`config.mk`:
```
export PLATFORM = sky130hd
export DESIGN_NAME = gt_serial_telem_tx_framer_flat
export DESIGN_NICKNAME = d
export VERILOG_FILES = /design/src/rtl/gt_serial_telem_tx_framer_pkg.sv /design/src/rtl/gt_serial_telem_tx_framer_if.sv /design/src/rtl/gt_serial_telem_tx_framer_crc16_d32.sv /design/src/rtl/gt_serial_telem_tx_framer.sv /design/src/flat_wrapper.sv
export SDC_FILE = /design/constraint.sdc
export NUM_CORES = 1
export LEC_CHECK = 0
export CORE_ASPECT_RATIO = 0.8
export CORE_MARGIN = 2
export CORE_UTILIZATION = 49
export CTS_BUF_LIST = sky130_fd_sc_hd__clkbuf_8 sky130_fd_sc_hd__clkbuf_16
export CTS_CLUSTER_DIAMETER = 150
export CTS_CLUSTER_SIZE = 14
export DETAILED_ROUTE_END_ITERATION = 10
export MAX_ROUTING_LAYER = met4
export PLACE_DENSITY = 0.83
export REMOVE_ABC_BUFFERS = 1
export SLEW_MARGIN = 20
export SYNTH_ARGS = -nofsm -noshare
export SYNTH_HDL_FRONTEND = slang
export SYNTH_SLANG_ARGS = --single-unit
```
`constraint.sdc`:
```
create_clock -name gt0_txusrclk2_in -period 2.6 [get_ports gt0_txusrclk2_in]
set_input_delay 0.78 -clock gt0_txusrclk2_in [delete_from_list [all_inputs] [get_ports gt0_txusrclk2_in]]
set_output_delay 0.78 -clock gt0_txusrclk2_in [all_outputs]
set_load 0.05 [all_outputs]
```
`src/rtl/gt_serial_telem_tx_framer_pkg.sv`:
```
// Package gt_telem_pkg: link-level constants shared by the telemetry TX framer
// and the RX deframer on the far end.
//  - 8b/10b K/D byte codes and the word encodings built from them
//  - charisk patterns for K-led words and plain data words
//  - CRC-16-CCITT polynomial and initial value
//  - TX framer FSM state type
package gt_telem_pkg;

    localparam logic [7:0] K28_5 = 8'hBC;  // comma, leads every IDLE word
    localparam logic [7:0] K27_7 = 8'hFB;  // start of frame
    localparam logic [7:0] K29_7 = 8'hFD;  // end of frame
    localparam logic [7:0] D10_2 = 8'h4A;  // idle fill byte

    localparam logic [31:0] IDLE_WORD = {D10_2, D10_2, D10_2, K28_5};

    // Only byte0 of a control word is a K character.
    localparam logic [3:0] CHARISK_K0   = 4'b0001;
    localparam logic [3:0] CHARISK_DATA = 4'b0000;

    localparam logic [15:0] CRC_POLY = 16'h1021;
    localparam logic [15:0] CRC_INIT = 16'hFFFF;

    typedef enum logic [2:0] {
        ST_IDLE = 3'd0,
        ST_SOF  = 3'd1,
        ST_DATA = 3'd2,
        ST_EOF  = 3'd3,
        ST_GAP  = 3'd4
    } tx_state_e;

    function automatic logic [31:0] sof_word(input logic [15:0] seq);
        return {seq, 8'h00, K27_7};
    endfunction

    function automatic logic [31:0] eof_word(input logic [15:0] crc, input logic [7:0] len);
        return {crc, len, K29_7};
    endfunction

endpackage

```
`src/rtl/gt_serial_telem_tx_framer_if.sv`:
```
// Payload word stream into the telemetry TX framer.
// Handshake: a word transfers on a clock edge where s_tvalid_in && s_tready_out.
// The source holds s_tdata_in/s_tlast_in stable while s_tvalid_in is high and
// not yet accepted. s_tready_out may be high while s_tvalid_in is low.
//  s_tdata_in   32  payload word
//  s_tvalid_in   1  payload word valid
//  s_tlast_in    1  last payload word of the frame
//  s_tready_out  1  framer can accept a word
interface gt_serial_telem_tx_framer_if;
    logic [31:0] s_tdata_in;
    logic        s_tvalid_in;
    logic        s_tlast_in;
    logic        s_tready_out;

    modport master (output s_tdata_in, output s_tvalid_in, output s_tlast_in, input s_tready_out);
    modport slave  (input s_tdata_in, input s_tvalid_in, input s_tlast_in, output s_tready_out);
endinterface

```
`src/rtl/gt_serial_telem_tx_framer_crc16_d32.sv`:
```
// crc16_d32: combinational CRC-16-CCITT advance over one 32-bit word,
// word taken MSB first.
//  crc_i   16  running CRC before this word
//  data_i  32  payload word
//  crc_o   16  running CRC after this word
module crc16_d32
    import gt_telem_pkg::*;
(
    input  logic [15:0] crc_i,
    input  logic [31:0] data_i,
    output logic [15:0] crc_o
);

    logic [15:0] crc_v;

    always_comb begin
        crc_v = crc_i;
        for (int i = 31; i >= 0; i--) begin
            crc_v = {crc_v[14:0], 1'b0} ^ ((crc_v[15] ^ data_i[i]) ? CRC_POLY : 16'h0000);
        end
        crc_o = crc_v;
    end

endmodule

```
`src/rtl/gt_serial_telem_tx_framer.sv`:
```
// gt_serial_telem_tx_framer: wraps a payload word stream as SOF / DATA... /
// EOF+CRC16 for the GT TX user interface and fills every other cycle with
// K28.5 IDLE words, including a periodic clock-correction IDLE.
// Every output is registered: the word chosen in state S is on the pins next cycle.
//  gt0_txusrclk2_in   clock
//  reset_n_in         asynchronous active-low reset
//  link_up_in         TX path ready; dropping it mid-frame abandons the frame
//  s_axis             payload stream (slave side)
//  gt0_txdata_out     word to GT, byte0 first
//  gt0_txcharisk_out  K flags for gt0_txdata_out
//  frame_count_out    frames completed, also the next SOF sequence number
//  abort_out          1-cycle pulse, frame abandoned on link loss
//  overrun_out        1-cycle pulse, EOF forced at MAX_WORDS without tlast
//  state_dbg_out      current FSM state
module gt_serial_telem_tx_framer
    import gt_telem_pkg::*;
#(
    parameter int MAX_WORDS = 255,
    parameter int CC_PERIOD = 1024,
    parameter int MIN_GAP   = 2
) (
    input  logic        gt0_txusrclk2_in,
    input  logic        reset_n_in,
    input  logic        link_up_in,
    gt_serial_telem_tx_framer_if.slave s_axis,
    output logic [31:0] gt0_txdata_out,
    output logic [3:0]  gt0_txcharisk_out,
    output logic [15:0] frame_count_out,
    output logic        abort_out,
    output logic        overrun_out,
    output tx_state_e   state_dbg_out
);

    localparam logic [7:0]  MAX_LEN  = 8'(MAX_WORDS);
    localparam logic [15:0] CC_LAST  = 16'(CC_PERIOD - 1);
    localparam logic [7:0]  GAP_LAST = 8'(MIN_GAP - 1);

    tx_state_e   state_q, state_d;
    logic [7:0]  len_q, len_d;
    logic [7:0]  gap_q, gap_d;
    logic [15:0] cc_q, cc_d;
    logic [15:0] crc_q, crc_d, crc_word;
    logic [15:0] fc_q, fc_d;
    logic [31:0] txdata_q, txdata_d;
    logic [3:0]  charisk_q, charisk_d;
    logic        tready_q, tready_d;
    logic        abort_q, abort_d;
    logic        overrun_q, overrun_d;
    logic        emit_idle;
    logic        cc_due;
    logic        accept;

    crc16_d32 u_crc (
        .crc_i  (crc_q),
        .data_i (s_axis.s_tdata_in),
        .crc_o  (crc_word)
    );

    assign cc_due = (cc_q == CC_LAST);
    // tready_q already excludes cc_due cycles, so a set tready_q means acceptance.
    assign accept = s_axis.s_tvalid_in && tready_q;

    always_comb begin
        state_d   = state_q;
        len_d     = len_q;
        gap_d     = gap_q;
        crc_d     = crc_q;
        fc_d      = fc_q;
        txdata_d  = IDLE_WORD;
        charisk_d = CHARISK_K0;
        abort_d   = 1'b0;
        overrun_d = 1'b0;
        emit_idle = 1'b1;

        case (state_q)
            ST_IDLE: begin
                if (link_up_in && s_axis.s_tvalid_in && !cc_due) state_d = ST_SOF;
            end
            ST_SOF: begin
                if (!link_up_in) begin
                    abort_d = 1'b1;
                    gap_d   = '0;
                    state_d = ST_GAP;
                end else begin
                    txdata_d  = sof_word(fc_q);
                    emit_idle = 1'b0;
                    crc_d     = CRC_INIT;
                    len_d     = '0;
                    state_d   = ST_DATA;
                end
            end
            ST_DATA: begin
                // A word handshaked on the link-loss cycle belongs to the
                // abandoned frame and is dropped with it.
                if (!link_up_in) begin
                    abort_d = 1'b1;
                    gap_d   = '0;
                    state_d = ST_GAP;
                end else if (accept) begin
                    txdata_d  = s_axis.s_tdata_in;
                    charisk_d = CHARISK_DATA;
                    emit_idle = 1'b0;
                    crc_d     = crc_word;
                    len_d     = len_q + 8'd1;
                    if (s_axis.s_tlast_in || len_d == MAX_LEN) state_d = ST_EOF;
                    overrun_d = !s_axis.s_tlast_in && (len_d == MAX_LEN);
                end
            end
            ST_EOF: begin
                txdata_d  = eof_word(crc_q, len_q);
                emit_idle = 1'b0;
                fc_d      = fc_q + 16'd1;
                gap_d     = '0;
                state_d   = ST_GAP;
            end
            ST_GAP: begin
                if (gap_q == GAP_LAST) state_d = ST_IDLE;
                else gap_d = gap_q + 8'd1;
            end
            default: begin
                gap_d   = '0;
                state_d = ST_GAP;
            end
        endcase

        // Any IDLE on the wire doubles as clock correction and restarts the count.
        if (emit_idle) cc_d = '0;
        else if (cc_q != CC_LAST) cc_d = cc_q + 16'd1;
        else cc_d = cc_q;

        // Registered ready looks one cycle ahead so it is low exactly on the
        // cycles where the next word must be a clock-correction IDLE.
        tready_d = (state_d == ST_DATA) && link_up_in && (cc_d != CC_LAST);
    end

    always_ff @(posedge gt0_txusrclk2_in or negedge reset_n_in) begin
        if (!reset_n_in) begin
            state_q   <= ST_GAP;
            len_q     <= '0;
            gap_q     <= '0;
            cc_q      <= '0;
            crc_q     <= CRC_INIT;
            fc_q      <= '0;
            txdata_q  <= IDLE_WORD;
            charisk_q <= CHARISK_K0;
            tready_q  <= 1'b0;
            abort_q   <= 1'b0;
            overrun_q <= 1'b0;
        end else begin
            state_q   <= state_d;
            len_q     <= len_d;
            gap_q     <= gap_d;
            cc_q      <= cc_d;
            crc_q     <= crc_d;
            fc_q      <= fc_d;
            txdata_q  <= txdata_d;
            charisk_q <= charisk_d;
            tready_q  <= tready_d;
            abort_q   <= abort_d;
            overrun_q <= overrun_d;
        end
    end

    assign s_axis.s_tready_out = tready_q;
    assign gt0_txdata_out      = txdata_q;
    assign gt0_txcharisk_out   = charisk_q;
    assign frame_count_out     = fc_q;
    assign abort_out           = abort_q;
    assign overrun_out         = overrun_q;
    assign state_dbg_out       = state_q;

endmodule

```
`src/flat_wrapper.sv`:
```
// flat-port wrapper written by rule: the top's interface ports become plain ports
module gt_serial_telem_tx_framer_flat import gt_telem_pkg::*;
#(
    parameter int MAX_WORDS = 255,
    parameter int CC_PERIOD = 1024,
    parameter int MIN_GAP   = 2
)
  (gt0_txusrclk2_in, reset_n_in, link_up_in, gt0_txdata_out, gt0_txcharisk_out, frame_count_out, abort_out, overrun_out, state_dbg_out, s_axis_s_tdata_in, s_axis_s_tvalid_in, s_axis_s_tlast_in, s_axis_s_tready_out);
  gt_serial_telem_tx_framer_if s_axis_i ();
  input  logic gt0_txusrclk2_in;
  input  logic reset_n_in;
  input  logic link_up_in;
  output logic [31:0] gt0_txdata_out;
  output logic [3:0] gt0_txcharisk_out;
  output logic [15:0] frame_count_out;
  output logic abort_out;
  output logic overrun_out;
  output tx_state_e state_dbg_out;
  input wire logic [$bits(s_axis_i.s_tdata_in)-1:0] s_axis_s_tdata_in;
  input wire logic [$bits(s_axis_i.s_tvalid_in)-1:0] s_axis_s_tvalid_in;
  input wire logic [$bits(s_axis_i.s_tlast_in)-1:0] s_axis_s_tlast_in;
  output wire logic [$bits(s_axis_i.s_tready_out)-1:0] s_axis_s_tready_out;
  assign s_axis_i.s_tdata_in = s_axis_s_tdata_in;
  assign s_axis_i.s_tvalid_in = s_axis_s_tvalid_in;
  assign s_axis_i.s_tlast_in = s_axis_s_tlast_in;
  assign s_axis_s_tready_out = s_axis_i.s_tready_out;
  gt_serial_telem_tx_framer #(.MAX_WORDS(MAX_WORDS), .CC_PERIOD(CC_PERIOD), .MIN_GAP(MIN_GAP)) u_core (.gt0_txusrclk2_in(gt0_txusrclk2_in), .reset_n_in(reset_n_in), .link_up_in(link_up_in), .s_axis(s_axis_i), .gt0_txdata_out(gt0_txdata_out), .gt0_txcharisk_out(gt0_txcharisk_out), .frame_count_out(frame_count_out), .abort_out(abort_out), .overrun_out(overrun_out), .state_dbg_out(state_dbg_out));
endmodule
```
## After elaboration in Yosys (flattened, before gate mapping)

Index checks and enable logic that the tools add are counted.

- $add $sub $neg: 4
- Equality and inequality tests: 15
- Multiplexer cells: 67
- Bitwise logic cells: 65
- Reductions and logical operators: 14

Operator list:

| cell | number |
|---|---|
| XOR 16 x 13 -> 16 bit | 32 |
| two-way mux 13 bit | 32 |
| two-way mux 32 bit | 3 |
| one-hot mux 32 bit (3 select lines) | 1 |
| two-way mux 16 bit | 5 |
| two-way mux 8 bit | 5 |
| adder 16 x 1 -> 16 bit (second input constant) | 2 |
| != test 16 x 10 -> 1 bit (second input constant) | 2 |
| one-hot mux 16 bit (2 select lines) | 1 |
| XOR 1 bit | 32 |
| one-hot mux 8 bit (3 select lines) | 1 |
| two-way mux 3 bit | 6 |
| adder 8 x 1 -> 8 bit (second input constant) | 2 |
| == test 16 x 10 -> 1 bit (second input constant) | 1 |
| one-hot mux 8 bit (2 select lines) | 1 |
| one-hot mux 3 bit (4 select lines) | 1 |
| == test 3 x 2 -> 1 bit (second input constant) | 3 |
| == test 8 x 1 -> 1 bit (second input constant) | 1 |
| == test 8 bit (second input constant) | 1 |
| two-way mux 1 bit | 8 |
| two-way mux 4 bit | 2 |
| != test 2 bit (second input constant) | 4 |
| logical AND 1 bit | 6 |
| AND reduction 4 bit | 1 |
| other kinds (11) | 12 |

- Register bits: 106
- Input bits: 37
- Output and inout bits: 58

## Logic depth before layout (Yosys ltp)

- Depth after elaboration: 99
- Gate-level depth with buffers: 9
- Gate-level depth less buffers: 8

## Cells and area by module

From an unflattened synthesis, not the netlist that was laid out.

- Cells, all modules: 561
- Area total of the unflattened synthesis: 5,860.6 um2

By module, submodules not included:

| module | instances | cells an instance | area each (um2) | sequential area each (um2) |
|---|---|---|---|---|
| gt_serial_telem_tx_framer | 1 | 467 | 4,770.8 | 2,617.5 |
| crc16_d32 | 1 | 94 | 1,089.8 | 0.0 |

## Worst setup path before layout

OpenSTA, ideal clock, no wires.

- Path kind: in2reg
- Start: in s_axis_s_tdata_in[25]
- End: reg u_core.crc_q[6]
- Library setup time: 73 ps
- Arrival time: 2,925 ps
- Required time: 2,527 ps
- Path slack: -398 ps
- Stages on the path: 7
- Path buffers: 0
- Cell sequence: xor2_2 > xnor3_2 > xnor3_2 > xnor2_2 > xnor3_2 > xnor2_1 > a21oi_1

- Longest elaborated chain between the ends: 43
- Elaborated cells on any way between the ends: 49

Ends and longest elaborated chain:

| element | line | text |
|---|---|---|
| start, declared | flat_wrapper.sv:19 | `input wire logic [$bits(s_axis_i.s_tdata_in)-1:0] s_axis_s_tdata_in;` |
| XOR 1 bit * | gt_serial_telem_tx_framer_crc16_d32.sv:19 | `crc_v = {crc_v[14:0], 1'b0} ^ ((crc_v[15] ^ data_i[i]) ? CRC_POLY : 16'h0000);` |
| two-way mux 13 bit * | gt_serial_telem_tx_framer_crc16_d32.sv:19 |  |
| XOR 16 x 13 -> 16 bit * (4 in a row) | gt_serial_telem_tx_framer_crc16_d32.sv:19 |  |
| XOR 1 bit | gt_serial_telem_tx_framer_crc16_d32.sv:19 |  |
| two-way mux 13 bit | gt_serial_telem_tx_framer_crc16_d32.sv:19 |  |
| XOR 16 x 13 -> 16 bit * (4 in a row) | gt_serial_telem_tx_framer_crc16_d32.sv:19 |  |
| XOR 1 bit | gt_serial_telem_tx_framer_crc16_d32.sv:19 |  |
| two-way mux 13 bit | gt_serial_telem_tx_framer_crc16_d32.sv:19 |  |
| [17 not listed] | - |  |
| two-way mux 13 bit | gt_serial_telem_tx_framer_crc16_d32.sv:19 |  |
| XOR 16 x 13 -> 16 bit * (4 in a row) | gt_serial_telem_tx_framer_crc16_d32.sv:19 |  |
| XOR 1 bit | gt_serial_telem_tx_framer_crc16_d32.sv:19 |  |
| two-way mux 13 bit | gt_serial_telem_tx_framer_crc16_d32.sv:19 |  |
| XOR 16 x 13 -> 16 bit * (2 in a row) | gt_serial_telem_tx_framer_crc16_d32.sv:19 |  |
| two-way mux 16 bit * | gt_serial_telem_tx_framer.sv:99 | `end else if (accept) begin` |
| two-way mux 16 bit * | gt_serial_telem_tx_framer.sv:95 | `if (!link_up_in) begin` |
| one-hot mux 16 bit (2 select lines) * | gt_serial_telem_tx_framer.sv:75 | `case (state_q)` |
| end signal, assigned | gt_serial_telem_tx_framer.sv:154 | `crc_q <= crc_d;` |
| end, declared | gt_serial_telem_tx_framer.sv:42 | `logic [15:0] crc_q, crc_d, crc_word;` |

Mark *: on every way between the ends. The rest lies on a longest branch, timed or not. The select of a mux whose other input is x is not followed.
A chain may end at the register's enable or synchronous reset.

## Worst setup path in the final report

- Start: reg u_core.crc_q[10]
- End: reg u_core.crc_q[5]

- Longest elaborated chain between the ends: 43
- Elaborated cells on any way between the ends: 47

Ends and longest elaborated chain:

| element | line |
|---|---|
| XOR 16 x 13 -> 16 bit * (5 in a row) | gt_serial_telem_tx_framer_crc16_d32.sv:19 |
| XOR 1 bit * | gt_serial_telem_tx_framer_crc16_d32.sv:19 |
| two-way mux 13 bit * | gt_serial_telem_tx_framer_crc16_d32.sv:19 |
| XOR 16 x 13 -> 16 bit * (4 in a row) | gt_serial_telem_tx_framer_crc16_d32.sv:19 |
| XOR 1 bit / XOR 16 x 13 -> 16 bit (equally long branches) | gt_serial_telem_tx_framer_crc16_d32.sv:19 |
| two-way mux 13 bit / XOR 16 x 13 -> 16 bit (equally long branches) | gt_serial_telem_tx_framer_crc16_d32.sv:19 |
| XOR 16 x 13 -> 16 bit * (11 in a row) | gt_serial_telem_tx_framer_crc16_d32.sv:19 |
| XOR 1 bit / XOR 16 x 13 -> 16 bit (equally long branches) | gt_serial_telem_tx_framer_crc16_d32.sv:19 |
| two-way mux 13 bit / XOR 16 x 13 -> 16 bit (equally long branches) | gt_serial_telem_tx_framer_crc16_d32.sv:19 |
| XOR 16 x 13 -> 16 bit * (11 in a row) | gt_serial_telem_tx_framer_crc16_d32.sv:19 |
| XOR 1 bit * | gt_serial_telem_tx_framer_crc16_d32.sv:19 |
| two-way mux 13 bit * | gt_serial_telem_tx_framer_crc16_d32.sv:19 |
| XOR 16 x 13 -> 16 bit * | gt_serial_telem_tx_framer_crc16_d32.sv:19 |
| two-way mux 16 bit * | gt_serial_telem_tx_framer.sv:99 |
| two-way mux 16 bit * | gt_serial_telem_tx_framer.sv:95 |
| one-hot mux 16 bit (2 select lines) * | gt_serial_telem_tx_framer.sv:75 |

Marked as above.

==> parameters.txt <==
Parameter                              Value

Outcome
  Result of the run ... complete, but fails checks
  Violated checks ... setup timing

Yosys
  Synthesis-stage register bit count ... around 100
  Cell with the most instances after synthesis ... dfrtp_1
  Synth Flop Type ... dfrtp_1
  Post-synth EDFFs ... 0
  Synth unique cells ... 48
  Post-synthesis average cell area ... 10.7 um2
  Netlist Area Pre-Place ... 0.00574 mm2
  Synth warnings ... 0
  Sequential fraction of the synthesis area ... 0.456
  FFs w/ async S/R, synth ... 1.00
  Area contributors post-synth ... dfrtp_1 31%, dfstp_2 15%, xnor2_1 10%
  Top cell type's share of synthesized area ... 0.310
  Top cell types by occurrence after synthesis ... 71 x dfrtp_1, 66 x xnor2_1, 38 x nor2_1, 33 x o21ai_0
  Number of cells produced by synthesis ... 537
  Cell type with the largest total area after synthesis ... dfrtp_1

Die
  Die H ... 101 um
  Core Box Area ... 0.0115 mm2
  Chip Width ... 125 um
  Area of the die ... 0.0126 mm2
  Std cell rows ... 35
  Count of pins on the block boundary ... 95
  Initial standard-cell utilization of the core ... 0.500

Drt
  DR WL/cell ... slightly above 20 um
  Via-to-Cell Ratio ... 5.88
  Sum of routed wire segments on met1 ... 7.17 mm
  Post-detailed-route DRC marker count ... 0
  First-iteration detailed-routing DRC count ... 488
  Overall via count from detail_route ... 5,006
  Detailed route wirelength on metal3 ... 1.34 mm
  First-pass detailed-route iteration total ... 5
  Top routing layer in use ... met4
  Wire length on met2 ... 8.28 mm
  Total Routed Length ... approximately 18 mm
  Remaining antenna violation count after routing ... 0

Flow run
  Max-cap viol count ... 0

GRT
  Antenna violations before repair ... 0
  Global-route total usage across every layer ... 0.282
  GRT Residual Overflow ... 0
  Number of global-route vias before repair ... 4,807
  Maximum number of pins on one net before global-route repair ... 46
  Global-route wire length before repair ... between 20 and 30 mm

Timing
  Fin. max-slew vios ... 0
  Max Fclk ... 369 MHz
  Final critical-path setup slack ... -0.112 ns
  Final-report setup violation count ... 8
  Slew headroom ... 0.614
  Number of failing hold endpoints at the final stage ... 0
  Post-layout min period ... 2.71 ns
  Worst Max-Slew Pin Slew ... 0.579 ns
  Hold_ws ... 0.422 ns
  Post-route clock skew ... 0.00943 ns
  Final period utilization ... 1.04
  Unrepaired setup endpoints after global routing ... true

Clock network
  Insertion delay to the later sink of the worst-skew pair ... 0.35 ns
  Clock-pin transition on the worst setup and hold timing paths ... 0.08 ns
  Sink count of the clock tree ... 103
  CTS tree ... done
  Clock buffers created by TritonCTS ... 9
  Maximum root-to-sink buffer count ... 2
  CTS Root Buffer Type ... clkbuf_16
  H-tree depth ... 3

Worst setup path
  R2R setup slack ... -0.11 ns
  Worst endpoint required time ... approximately 2.9 ns
  Critical path fanouts, max ... 3
  Start-to-end type of the worst setup path ... register to register
  Kind of end point of the critical path ... register
  Arrival time of data at the critical path endpoint ... between 2 and 3 ns
  Worst setup SP type ... register

Layout
  Cell Count, Final, Fillers Out ... 851
  Net count of the finished layout ... 741
  Number of fillers in the final layout ... 791
  Share of post-route cells with drive strength above 1 ... 0.289
  Synthesis-to-finish area growth ... 38.5%
  Ant diodes ... 0

Worst hold path
  Kind of path behind the tightest hold check ... input port to async pin

Placed design
  Input/output buffers ... between 90 and 100
  DPL Wire Length ... roughly 11 mm
  Dpl cells ... slightly above 800
  Final Wtd Congestion ... ~0.95
  Pre-CTS WS ... -0.865 ns
[layout make-up]
cell class	count	area (um2)	share of cell area
clock inverters	6	42.5	0.00535
clock buffers	10	250	0.0315
flip-flops and latches	103	2620	0.329
inverters	19	71.3	0.00897
multi-input cells	393	3260	0.411
well taps	148	185	0.0233
repair buffers	172	1520	0.191
[flip-flops by register name (all words and copies together), names as in the netlist]
name                        count
u_core.gt0_txdata_out          32
u_core.cc_q                    16
u_core.crc_q                   16
u_core.frame_count_out         16
u_core.gap_q                    8
u_core.len_q                    8
u_core.state_dbg_out            3
u_core.abort_out                1
u_core.gt0_txcharisk_out        1
u_core.overrun_out              1
u_core.s_axis.s_tready_out      1
[metal layers]
metal,vias to the layer above,GRT usage
met2,292,0.433
met1,2445,0.369
li1,2197,-
met4,0,0.114
met5,-,-
met3,72,0.0605
[placed cells by master, fill, tap and decap left out, types with 27 or more instances in the layout]
| master | count |
|---|---|
| buf_4 | 79 |
| xnor2_1 | 42 |
| dfrtp_1 | 71 |
| nor2_1 | 37 |
| xor2_1 | 27 |
| o21ai_0 | 33 |
| dfstp_2 | 32 |
| clkdlybuf4s50_1 | 68 |
| nand2_1 | 32 |
[worst paths after layout]
check	from	end	depth (start not counted)
min	reset_n_in	u_core.gt0_txdata_out[28]	1
min reg2reg	u_core.frame_count_out[15]	u_core.frame_count_out[15]	1
min in group gt0_txusrclk2_in	u_core.frame_count_out[15]	u_core.frame_count_out[15]	1
max reg2reg	u_core.crc_q[10]	u_core.crc_q[5]	8
max	u_core.crc_q[10]	u_core.crc_q[5]	8
max in group asynchronous	reset_n_in	u_core.crc_q[6]	2
[metrics by stage]
| stage | instance area (um2) | TNS (ns) | utilization |
|---|---|---|---|
| CTS | 7790 | -0.248 | 0.679 |
| global placement | 7230 | -9.96 | 0.631 |
| finish | 7950 | -0.522 | 0.693 |
| floorplan | 5650 | -33.42 | - |
| detailed placement | 7230 | -11.18 | 0.631 |
| global route | 7950 | -0.963 | 0.693 |
[cell families after synthesis]
kind of cell | after synthesis | synth area share
buffers and inverters | 43 | 0.0301
other | 1 | 0.000653
DFF | 103 | 0.456
and+or+nand+nor | 158 | 0.136
AOI/OAI and AO/OA | 92 | 0.104
adders and majority gates | 7 | 0.0148
xor gates and xnor gates | 121 | 0.236
muxes | 12 | 0.0227
[worst max-delay path, cell delays in order (launching register included)]
cell     delay [ns]
dfstp_2        0.53
buf_4          0.14
xor2_2         0.19
xnor3_2        0.50
xnor3_1        0.45
xnor3_2        0.33
xnor2_4        0.17
xnor2_1        0.15
a21oi_1        0.18
[repair_timing]
item,CTS,global route
pin swaps,32,34
endpoints found under the setup margin,16,11
hold buffers,0,0
resized for setup,70,35
buffers inserted,14,8
Power is left out: the tool's default activity adds up to more than one toggle a clock period on the data nets, which glitch-free logic cannot reach.
